$ cat src/rtl/uart_txrx_param.sv
// ----------------------------------------------------------------------------
// uart_txrx_param
//   Parametrised full-duplex UART core on a single clock domain. A shared
//   free-running divider produces one-clk ticks at BAUD*OVERSAMPLE. The TX
//   path serialises words accepted on a valid/ready port. The RX path
//   synchronises rxd, qualifies the start bit at mid-bit and samples every
//   bit at mid-bit. It emits one-clk pulses for valid data, framing errors
//   and parity errors.
//
// Optional feature macro: UART_PARITY_EN
//   defined   : one parity bit (^data ^ PARITY_ODD) follows the data bits
//               in both directions, and rx_parity_err is driven.
//   undefined : no parity bit, PARITY_ODD is ignored, rx_parity_err stays 0.
//
// Ports
//   clk            system clock
//   rst            synchronous reset, active-high
//   tx_data        word to send (DATA_BITS)
//   tx_valid       tx_data valid; accepted when tx_ready is high
//   tx_ready       TX idle, can accept a word
//   tx_busy        frame in flight (~tx_ready)
//   txd            serial out, idle high
//   rxd            serial in, asynchronous to clk
//   rx_data        last good received word, held until the next rx_valid
//   rx_valid       1-clk pulse, new rx_data
//   rx_frame_err   1-clk pulse, stop bit sampled low
//   rx_parity_err  1-clk pulse alongside rx_valid on a parity mismatch
// ----------------------------------------------------------------------------
module uart_txrx_param #(
    parameter int CLK_HZ     = 100_000_000,
    parameter int BAUD       = 9600,
    parameter int OVERSAMPLE = 16,
    parameter int DATA_BITS  = 8,
    parameter int STOP_BITS  = 1,
    parameter int PARITY_ODD = 0
) (
    input  logic                 clk,
    input  logic                 rst,
    input  logic [DATA_BITS-1:0] tx_data,
    input  logic                 tx_valid,
    output logic                 tx_ready,
    output logic                 tx_busy,
    output logic                 txd,
    input  logic                 rxd,
    output logic [DATA_BITS-1:0] rx_data,
    output logic                 rx_valid,
    output logic                 rx_frame_err,
    output logic                 rx_parity_err
);

`ifdef UART_PARITY_EN
    localparam bit PAR_EN = 1'b1;
`else
    localparam bit PAR_EN = 1'b0;
`endif

    // Rounded divider, never below one clk per tick.
    localparam int DIV_RAW = (CLK_HZ + (BAUD * OVERSAMPLE) / 2) / (BAUD * OVERSAMPLE);
    localparam int DIV     = (DIV_RAW < 1) ? 1 : DIV_RAW;
    localparam int CNT_W   = (DIV > 1) ? $clog2(DIV) : 1;
    localparam int TICK_W  = $clog2(OVERSAMPLE);
    localparam int BIT_W   = $clog2(DATA_BITS);

    localparam logic [CNT_W-1:0]  DIV_LAST  = CNT_W'(DIV - 1);
    localparam logic [TICK_W-1:0] OS_LAST   = TICK_W'(OVERSAMPLE - 1);
    localparam logic [TICK_W-1:0] OS_HALF   = TICK_W'(OVERSAMPLE / 2 - 1);
    localparam logic [BIT_W-1:0]  DATA_LAST = BIT_W'(DATA_BITS - 1);
    localparam logic [BIT_W-1:0]  STOP_LAST = BIT_W'(STOP_BITS - 1);

    typedef enum logic [2:0] {
        TX_IDLE, TX_START, TX_DATA, TX_PARITY, TX_STOP
    } tx_state_t;

    typedef enum logic [2:0] {
        RX_IDLE, RX_START, RX_DATA, RX_PARITY, RX_STOP, RX_BREAK
    } rx_state_t;

    // ---------------- state ----------------
    logic [CNT_W-1:0]     div_q, div_d;
    logic                 tick;

    tx_state_t            tx_state_q, tx_state_d;
    logic [TICK_W-1:0]    tx_tick_q, tx_tick_d;
    logic [BIT_W-1:0]     tx_bit_q, tx_bit_d;
    logic [DATA_BITS-1:0] tx_shift_q, tx_shift_d;
    logic                 tx_par_q, tx_par_d;
    logic                 txd_q, txd_d;

    logic [1:0]           sync_q, sync_d;
    logic                 rx_s;
    rx_state_t            rx_state_q, rx_state_d;
    logic [TICK_W-1:0]    rx_tick_q, rx_tick_d;
    logic [BIT_W-1:0]     rx_bit_q, rx_bit_d;
    logic [DATA_BITS-1:0] rx_shift_q, rx_shift_d;
    logic                 rx_par_q, rx_par_d;
    logic [DATA_BITS-1:0] rx_data_q, rx_data_d;
    logic                 rx_valid_q, rx_valid_d;
    logic                 rx_ferr_q, rx_ferr_d;
    logic                 rx_perr_q, rx_perr_d;

    logic                 tx_bit_end;
    logic                 rx_bit_end;
    logic                 rx_half_end;

    // ---------------- tick generator ----------------
    assign tick = (div_q == DIV_LAST);

    always_comb begin
        // NOTE: every always_comb output gets a default first so no path leaves it unassigned (no latch).
        div_d = tick ? '0 : div_q + CNT_W'(1);
    end

    // ---------------- TX next state ----------------
    assign tx_bit_end = tick && (tx_tick_q == OS_LAST);

    always_comb begin
        tx_state_d = tx_state_q;
        tx_tick_d  = tx_tick_q;
        tx_bit_d   = tx_bit_q;
        tx_shift_d = tx_shift_q;
        tx_par_d   = tx_par_q;

        if (tick && tx_state_q != TX_IDLE) begin
            tx_tick_d = tx_bit_end ? '0 : tx_tick_q + TICK_W'(1);
        end

        case (tx_state_q)
            TX_IDLE: begin
                // tx_ready is exactly "in IDLE", so tx_valid alone means accept.
                if (tx_valid) begin
                    tx_shift_d = tx_data;
                    tx_par_d   = (^tx_data) ^ PARITY_ODD[0];
                    tx_tick_d  = '0;
                    tx_bit_d   = '0;
                    tx_state_d = TX_START;
                end
            end
            TX_START: begin
                if (tx_bit_end) tx_state_d = TX_DATA;
            end
            TX_DATA: begin
                if (tx_bit_end) begin
                    tx_shift_d = tx_shift_q >> 1;
                    if (tx_bit_q == DATA_LAST) begin
                        tx_bit_d   = '0;
                        tx_state_d = PAR_EN ? TX_PARITY : TX_STOP;
                    end else begin
                        tx_bit_d = tx_bit_q + BIT_W'(1);
                    end
                end
            end
            TX_PARITY: begin
                if (tx_bit_end) tx_state_d = TX_STOP;
            end
            TX_STOP: begin
                if (tx_bit_end) begin
                    if (tx_bit_q == STOP_LAST) begin
                        tx_bit_d   = '0;
                        tx_state_d = TX_IDLE;
                    end else begin
                        tx_bit_d = tx_bit_q + BIT_W'(1);
                    end
                end
            end
            default: tx_state_d = TX_IDLE;
        endcase

        // txd is registered from the next state so the pin never glitches.
        case (tx_state_d)
            TX_START:  txd_d = 1'b0;
            TX_DATA:   txd_d = tx_shift_d[0];
            TX_PARITY: txd_d = tx_par_d;
            default:   txd_d = 1'b1;
        endcase
    end

    // ---------------- RX next state ----------------
    assign sync_d      = {sync_q[0], rxd};
    assign rx_s        = sync_q[1];
    assign rx_bit_end  = tick && (rx_tick_q == OS_LAST);
    assign rx_half_end = tick && (rx_tick_q == OS_HALF);

    always_comb begin
        rx_state_d = rx_state_q;
        rx_tick_d  = rx_tick_q;
        rx_bit_d   = rx_bit_q;
        rx_shift_d = rx_shift_q;
        rx_par_d   = rx_par_q;
        rx_data_d  = rx_data_q;
        rx_valid_d = 1'b0;
        rx_ferr_d  = 1'b0;
        rx_perr_d  = 1'b0;

        if (tick) begin
            rx_tick_d = rx_bit_end ? '0 : rx_tick_q + TICK_W'(1);
        end

        case (rx_state_q)
            RX_IDLE: begin
                rx_tick_d = '0;
                if (!rx_s) rx_state_d = RX_START;
            end
            RX_START: begin
                // Re-check at mid start bit; a high line here was a glitch.
                if (rx_half_end) begin
                    rx_tick_d  = '0;
                    rx_bit_d   = '0;
                    rx_state_d = rx_s ? RX_IDLE : RX_DATA;
                end
            end
            RX_DATA: begin
                if (rx_bit_end) begin
                    rx_shift_d = {rx_s, rx_shift_q[DATA_BITS-1:1]};
                    if (rx_bit_q == DATA_LAST) begin
                        rx_state_d = PAR_EN ? RX_PARITY : RX_STOP;
                    end else begin
                        rx_bit_d = rx_bit_q + BIT_W'(1);
                    end
                end
            end
            RX_PARITY: begin
                if (rx_bit_end) begin
                    rx_par_d   = rx_s;
                    rx_state_d = RX_STOP;
                end
            end
            RX_STOP: begin
                if (rx_bit_end) begin
                    if (rx_s) begin
                        rx_data_d  = rx_shift_q;
                        rx_valid_d = 1'b1;
                        rx_perr_d  = PAR_EN && ((^rx_shift_q) ^ PARITY_ODD[0] ^ rx_par_q);
                        rx_state_d = RX_IDLE;
                    end else begin
                        rx_ferr_d  = 1'b1;
                        rx_state_d = RX_BREAK;
                    end
                end
            end
            RX_BREAK: begin
                // Hold off until the line recovers so a long low flags once.
                if (rx_s) rx_state_d = RX_IDLE;
            end
            default: rx_state_d = RX_IDLE;
        endcase
    end

    // ---------------- registers ----------------
    always_ff @(posedge clk) begin
        // NOTE: sequential state uses non-blocking assignments so every flop samples pre-edge values.
        if (rst) begin
            div_q      <= '0;
            tx_state_q <= TX_IDLE;
            tx_tick_q  <= '0;
            tx_bit_q   <= '0;
            tx_shift_q <= '0;
            tx_par_q   <= 1'b0;
            txd_q      <= 1'b1;
            sync_q     <= 2'b11;
            rx_state_q <= RX_IDLE;
            rx_tick_q  <= '0;
            rx_bit_q   <= '0;
            rx_shift_q <= '0;
            rx_par_q   <= 1'b0;
            rx_data_q  <= '0;
            rx_valid_q <= 1'b0;
            rx_ferr_q  <= 1'b0;
            rx_perr_q  <= 1'b0;
        end else begin
            div_q      <= div_d;
            tx_state_q <= tx_state_d;
            tx_tick_q  <= tx_tick_d;
            tx_bit_q   <= tx_bit_d;
            tx_shift_q <= tx_shift_d;
            tx_par_q   <= tx_par_d;
            txd_q      <= txd_d;
            sync_q     <= sync_d;
            rx_state_q <= rx_state_d;
            rx_tick_q  <= rx_tick_d;
            rx_bit_q   <= rx_bit_d;
            rx_shift_q <= rx_shift_d;
            rx_par_q   <= rx_par_d;
            rx_data_q  <= rx_data_d;
            rx_valid_q <= rx_valid_d;
            rx_ferr_q  <= rx_ferr_d;
            rx_perr_q  <= rx_perr_d;
        end
    end

    // ---------------- outputs ----------------
    assign tx_ready      = (tx_state_q == TX_IDLE);
    assign tx_busy       = ~tx_ready;
    assign txd           = txd_q;
    assign rx_data       = rx_data_q;
    assign rx_valid      = rx_valid_q;
    assign rx_frame_err  = rx_ferr_q;
    assign rx_parity_err = rx_perr_q;

endmodule
$ cat config.mk
export PLATFORM = sky130hd
export DESIGN_NAME = uart_txrx_param
export DESIGN_NICKNAME = d
export VERILOG_FILES = /design/src/rtl/uart_txrx_param.sv
export SDC_FILE = /design/constraint.sdc
export NUM_CORES = 1
export LEC_CHECK = 0
export CORE_UTILIZATION = 35
export DETAILED_ROUTE_END_ITERATION = 6
export SYNTH_ARGS = -nofsm -noshare
export SYNTH_HDL_FRONTEND = slang
export SYNTH_SLANG_ARGS = --single-unit
$ cat constraint.sdc
create_clock -name clk -period 2.4 [get_ports clk]
set_input_delay 0.24 -clock clk [delete_from_list [all_inputs] [get_ports clk]]
set_output_delay 0.24 -clock clk [all_outputs]
set_load 0.02 [all_outputs]
==> results of run 1 <==
routing by layer:
metal	global-route usage, %	wire [µm]
met2	23.7	2660
met3	4.23	215
met4	4.69	60
met1	19.2	2820
met5	0	0
area by class of cell:
type | instances | area [µm²] | area share (%)
Multi-Input combinational cell | 233 | 1540 | 44.4
Tap cell | 102 | 128 | 3.68
Sequential cell | 60 | 1200 | 34.7
Clock buffer | 9 | 124 | 3.58
Inverter | 9 | 33.8 | 0.975
Timing Repair Buffer | 34 | 315 | 9.10
Clock inverter | 7 | 124 | 3.58
registers in the layout (all words and copies together) (netlist names), 2 cells and up:
register / flops
rx_shift_q: 8
rx_data: 8
tx_state_q: 3
tx_tick_q: 4
sync_q: 2
div_q: 10
rx_bit_q: 3
rx_tick_q: 4
tx_bit_q: 3
rx_state_q: 3
tx_shift_q: 8
where the power goes:
part	switching, mW	total (mW)	internal (mW)
Sequential	0.0221	1.04	1.02
Clock	0.413	1.11	0.696
Combinational	0.0998	0.181	0.0810
timing repair:
action,in CTS,in global routing
gates resized for setup,0,2
hold endpoints to repair,0,0
hold buffers,0,0
endpoints found under the setup margin,0,13
setup buffers,0,0
cell usage after synthesis (all sizes together), types with 4 or more instances:
cell,instances
nor2,39
nand4,5
nor3,4
xor2,10
mux2i,17
nand2b,6
buf,6
dfxtp,60
nand3,18
o21ai,14
and2,4
nand2,20
inv,9
ha,9
a21oi,24
a22oi,7
clkbuf,9
nor4,7
xnor2,8
worst paths after layout:
kind                   end  slack, ns
min reg2reg      sync_q[1]       0.41
max          rx_state_q[0]       0.19
min              sync_q[1]       0.41
max reg2reg  rx_state_q[0]       0.19
kinds of logic (layout without fill, tap and decap cells):
kind of cell,after synthesis,after routing,synth area share [%]
buffers and inverters,24,59,3.75
other,1,1,0.132
DFF,60,60,42.4
and+or+nand+nor,122,122,23.3
adders and majority gates,9,9,3.97
AOI/OAI and AO/OA,66,66,15.0
xor gates and xnor gates,18,18,5.56
muxes,17,17,6.00
metrics by stage:
step / setup WS (ns) / power (mW) / area [µm²]
floorplan: 0.309 / 1.18 / 2840
global placement: 0.103 / 1.24 / 3210
detailed placement: 0.0763 / 1.24 / 3210
CTS: 0.0587 / 2.36 / 3450
global route: 0.0749 / 2.43 / 3460
finish: 0.192 / 2.33 / 3460
==> impl_metrics.csv, run 1 <==
group,metric,value,unit
synth,synth_top_cell_by_area,"dfxtp_1",
setup_path,r2r_cells,5,
clock_network,cts_max_path_buffers,2,
setup_path,worstSetupPathType,"flop to flop",
grt,grt_pass1_wl,9970,µm
synth,ys_seq_area_share,42.4,%
routing,vias,2306,
sta,grt_setup_unrepaired,"no",
setup_path,end_kind,"flop",
synth,ys.flop_type,"dfxtp_1",
routing,drc_errors,0,
sta,worst_pin_slew,0.535,ns
clock_network,cts_sinks,60,
routing,wire_per_inst,12.7,µm
status,run_status,"finished clean",
final_layout,utilization,44.6,%
sta,setup_tns,0,ns
synth,ys_seq_elements,60,
setup_path,cp.required,2.64,ns
grt,grt_max_degree,25,
synth,synth_top_area_share,42.4,%
sta,fin_crit,2.21,ns
final_layout,final_layout_size_suffix_gt1_share,11.4,%
final_layout,final_cells,454,
synth,yosysUniqueCellTypes,53,
clock_network,clock_latency,0.34,ns
setup_path,slowest_stage,"or3b_2",
grt,grt_pass1_vias,2206,
synth,ys_async_sr_fraction,0,%
flow_run,cap_viol_max_count,0,
power,ir_drop,0.347,mV
power,p_leak,1.33,nW
routing,detail-route-antenna-nets,0,
synth,yosysWarningCount,0,
routing,drt_first_iter_violations,103,
final_layout,syn_to_final_growth,22.2,%
routing,routed_via_density,5.08,
power,power_density,673,nW/µm²
placed_design,port_buffers,24,
grt,antenna_found_initial,0,
placed_design,hpwl,4050,µm
synth,ys_top_cells_by_area,"dfxtp_1 (42%), mux2i_1 (6.0%), nor2_1 (5.2%)",
sta,period_share,92.0,%
final_layout,final_common_cell,"dfxtp_1",
setup_path,start_kind,"flop",
sta,setup_viol,0,
floorplan,pin_count,26,
setup_path,worstSetupStartpoint,"div_q[3]",
final_layout,most-common-layout-cells,"dfxtp_1 (60), nor2_1 (39), a21oi_1 (24), clkdlybuf4s50_1 (24), nand2_1 (20)",
worst_hold_path,min_from,"sync_q[0]",
synth,avgSynthCellArea,8.94,µm²
sta,drv_slew,0,
synth,synth_edf_count,0,
worst_hold_path,holdPathStages,1,
floorplan,start_util,36.5,%
setup_path,worstPathMaxFanout,9,
setup_path,cp_top_family,"simple AND/OR/NAND/NOR gates",
setup_path,path_cells,"or3b_2 -> o41ai_1 -> a21oi_1 -> or4_1 -> o31ai_1",
worst_hold_path,min_path_type,"flop to flop",
clock_network,numCtsBuffers,9,
placed_design,gp_congestion,0.778,
sta,clock_skew,0.00853,ns
placed_design,placed_cells,438,
routing,wl,5750,µm
setup_path,crit_path_max_incr_delay,0.61,ns
floorplan,core-area,7770,µm²
clock_network,clkSlewWorstSetupHoldPaths,0.07,ns
final_layout,num_antenna_cells,0,
setup_path,arrival,2.45,ns
grt,grt_util_all_layers,14.8,%
routing,firstDrtPassIters,4,
final_layout,final_net_count,368,
synth,syn_inst,317,
clock_network,cts_tree,"yes",
clock_network,cts_htree_levels,3,
floorplan,rows,32,
floorplan,die_h,92.0,µm
synth,syn_nets,338,
floorplan,dieArea,8460,µm²
final_layout,fillers,776,
sta,max_slew_margin,63.3,%
sta,whs,0.411,ns
sta,finalHoldViolCount,0,
grt,overflow,0,
sta,clock.fmax,0.453,GHz
setup_path,crit_buf_inv,0,
floorplan,die_w,92.0,µm
synth,synth_area,2840,µm²
setup_path,path_depth,5,
setup_path,r2r_start,"div_q[3]",
clock_network,root_buffer,"clkbuf_8",
No activity file was read; power rests on OpenSTA's default activity.
==> run 2, diff against run 1 <==
--- a/config.mk
+++ b/config.mk
@@ -6,6 +6,7 @@
 export NUM_CORES = 1
 export LEC_CHECK = 0
 export CORE_UTILIZATION = 35
+export CTS_CLUSTER_SIZE = 14
 export DETAILED_ROUTE_END_ITERATION = 6
 export SYNTH_ARGS = -nofsm -noshare
 export SYNTH_HDL_FRONTEND = slang
==> results of run 2 <==
Final layout, timing and power as in run 1 (identical DEF).
==> run 3, diff against run 2 <==
==> constraint.sdc (replaced) <==
create_clock -name clk -period 2.85 [get_ports clk]
set_input_delay 0.285 -clock clk [delete_from_list [all_inputs] [get_ports clk]]
set_output_delay 0.285 -clock clk [all_outputs]
set_load 0.02 [all_outputs]
==> run 3 against run 2 <==
Clock-buffer cell count stayed put. Critical path depth stayed put. Sequential cell count stayed put. Clock skew is 0.0015 ns lower. Fmax is 9.8% lower. First-iteration DRC count is 0.97% higher. Clock power is 17% lower. Sequential share of layout area is 0.81 points higher. Sequential power is 16% lower. Setup slack better by 0.21 ns. Combinational power is 19% lower.
==> impl_metrics.csv, run 3 (same netlist as run 1, synthesis figures left out) <==
group,metric,value,unit
worst_hold_path,min_path_type,"flop to flop",
grt,overflow,0,
sta,max_slew_margin,66.5,%
final_layout,final_layout_size_suffix_gt1_share,8.72,%
grt,grt_pass1_wl,9750,µm
clock_network,cts_sinks,60,
floorplan,start_util,36.5,%
grt,met2_usage,23.7,%
final_layout,syn_to_final_growth,19.4,%
routing,wire_per_inst,12.6,µm
grt,use_met3,5.47,%
clock_network,cts_htree_levels,3,
clock_network,clkSlewWorstSetupHoldPaths,0.07,ns
grt,grt_util_all_layers,14.5,%
final_layout,largest_register_ffs,10,
sta,fin_crit,2.45,ns
floorplan,die_h,92.0,µm
setup_path,slowest_stage,"or4b_1",
power,total_power,1.94,mW
setup_path,worstPathMaxFanout,10,
final_layout,num_antenna_cells,0,
sta,clock.fmax,0.409,GHz
setup_path,end_kind,"flop",
power,ir_drop,0.290,mV
final_layout,most-common-layout-cells,"dfxtp_1 (60), nor2_1 (39), a21oi_1 (24), clkdlybuf4s50_1 (24), nand2_1 (20)",
clock_network,cts_tree,"yes",
power,p_leak,1.28,nW
setup_path,arrival,2.67,ns
sta,setup_tns,0,ns
sta,clock_skew,0.00699,ns
power,power_density,573,nW/µm²
setup_path,crit_path_max_incr_delay,0.75,ns
routing,vias,2280,
grt,busiest_layer,"met2",
grt,grt_pass1_vias,2169,
setup_path,cp.required,3.08,ns
floorplan,core-area,7770,µm²
flow_run,cap_viol_max_count,0,
grt,antenna_found_initial,0,
placed_design,port_buffers,24,
final_layout,top_register,"div_q",
sta,finalHoldViolCount,0,
status,run_status,"finished clean",
clock_network,root_buffer,"clkbuf_8",
routing,routed_via_density,5.11,
setup_path,start_kind,"flop",
placed_design,gp_congestion,0.843,
routing,drc_errors,0,
clock_network,cts_max_path_buffers,2,
grt,grt_max_degree,26,
setup_path,path_cells,"or4b_1 -> nor3_4 -> and2_1 -> mux2i_1 -> nor2_1",
sta,drv_slew,0,
floorplan,dieArea,8460,µm²
clock_network,cts_resized,0,
final_layout,final_net_count,360,
routing,drt_first_iter_violations,104,
setup_path,worstSetupPathType,"flop to flop",
sta,grt_setup_unrepaired,"no",
clock_network,cts_hold_buf,0,
setup_path,cp_top_family,"simple AND/OR/NAND/NOR gates",
clock_network,clock_latency,0.34,ns
clock_network,numCtsBuffers,9,
clock_network,cts_setup_buffers,0,
floorplan,pin_count,26,
setup_path,crit_buf_inv,0,
routing,firstDrtPassIters,4,
routing,detail-route-antenna-nets,0,
sta,setup_viol,0,
sta,whs,0.409,ns
floorplan,rows,32,
sta,worst_pin_slew,0.488,ns
grt,grtUsageMet1,17.5,%
sta,period_share,85.8,%
placed_design,hpwl,4000,µm
routing,wl,5600,µm
floorplan,die_w,92.0,µm
final_layout,final_common_cell,"dfxtp_1",
[run 3: path summary, 6_finish.rpt]
kind,startpoint,end,slack [ns],cells after the start
max,div_q[4],rx_shift_q[2],0.40,5
min,sync_q[0],sync_q[1],0.41,1
max reg2reg,div_q[4],rx_shift_q[2],0.40,5
min reg2reg,sync_q[0],sync_q[1],0.41,1
[run 3: cell type report]
class / instances / area [µm²]
timing repair buffer: 26 / 255
fill: 787 / 4380
inverter: 9 / 33.8
clock buffer: 9 / 124
sequential: 60 / 1200
clock inverter: 7 / 115
multi-input combinational: 233 / 1530
tap: 102 / 128
[run 3: power breakdown]
part	internal [mW]	switching, mW
registers	0.858	0.0184
logic	0.0647	0.0810
clock network	0.577	0.341
[run 3: layer usage]
metal	vias up	routed length [µm]
li1	1167	-
met1	1064	2670
met2	40	2600
met3	9	257
met4	0	69
met5	-	0
[run 3: stage by stage]
step / instance area (µm²) / worst slack [ns] / std cells / util, %
after floorplan: 2840 / 0.759 / 317 / -
final: 3380 / 0.404 / 446 / 43.6
after detailed placement: 3150 / 0.373 / 430 / 40.5
after CTS: 3380 / 0.357 / 446 / 43.6
after global placement: 3150 / 0.435 / 430 / 40.5
after global routing: 3380 / 0.192 / 446 / 43.6
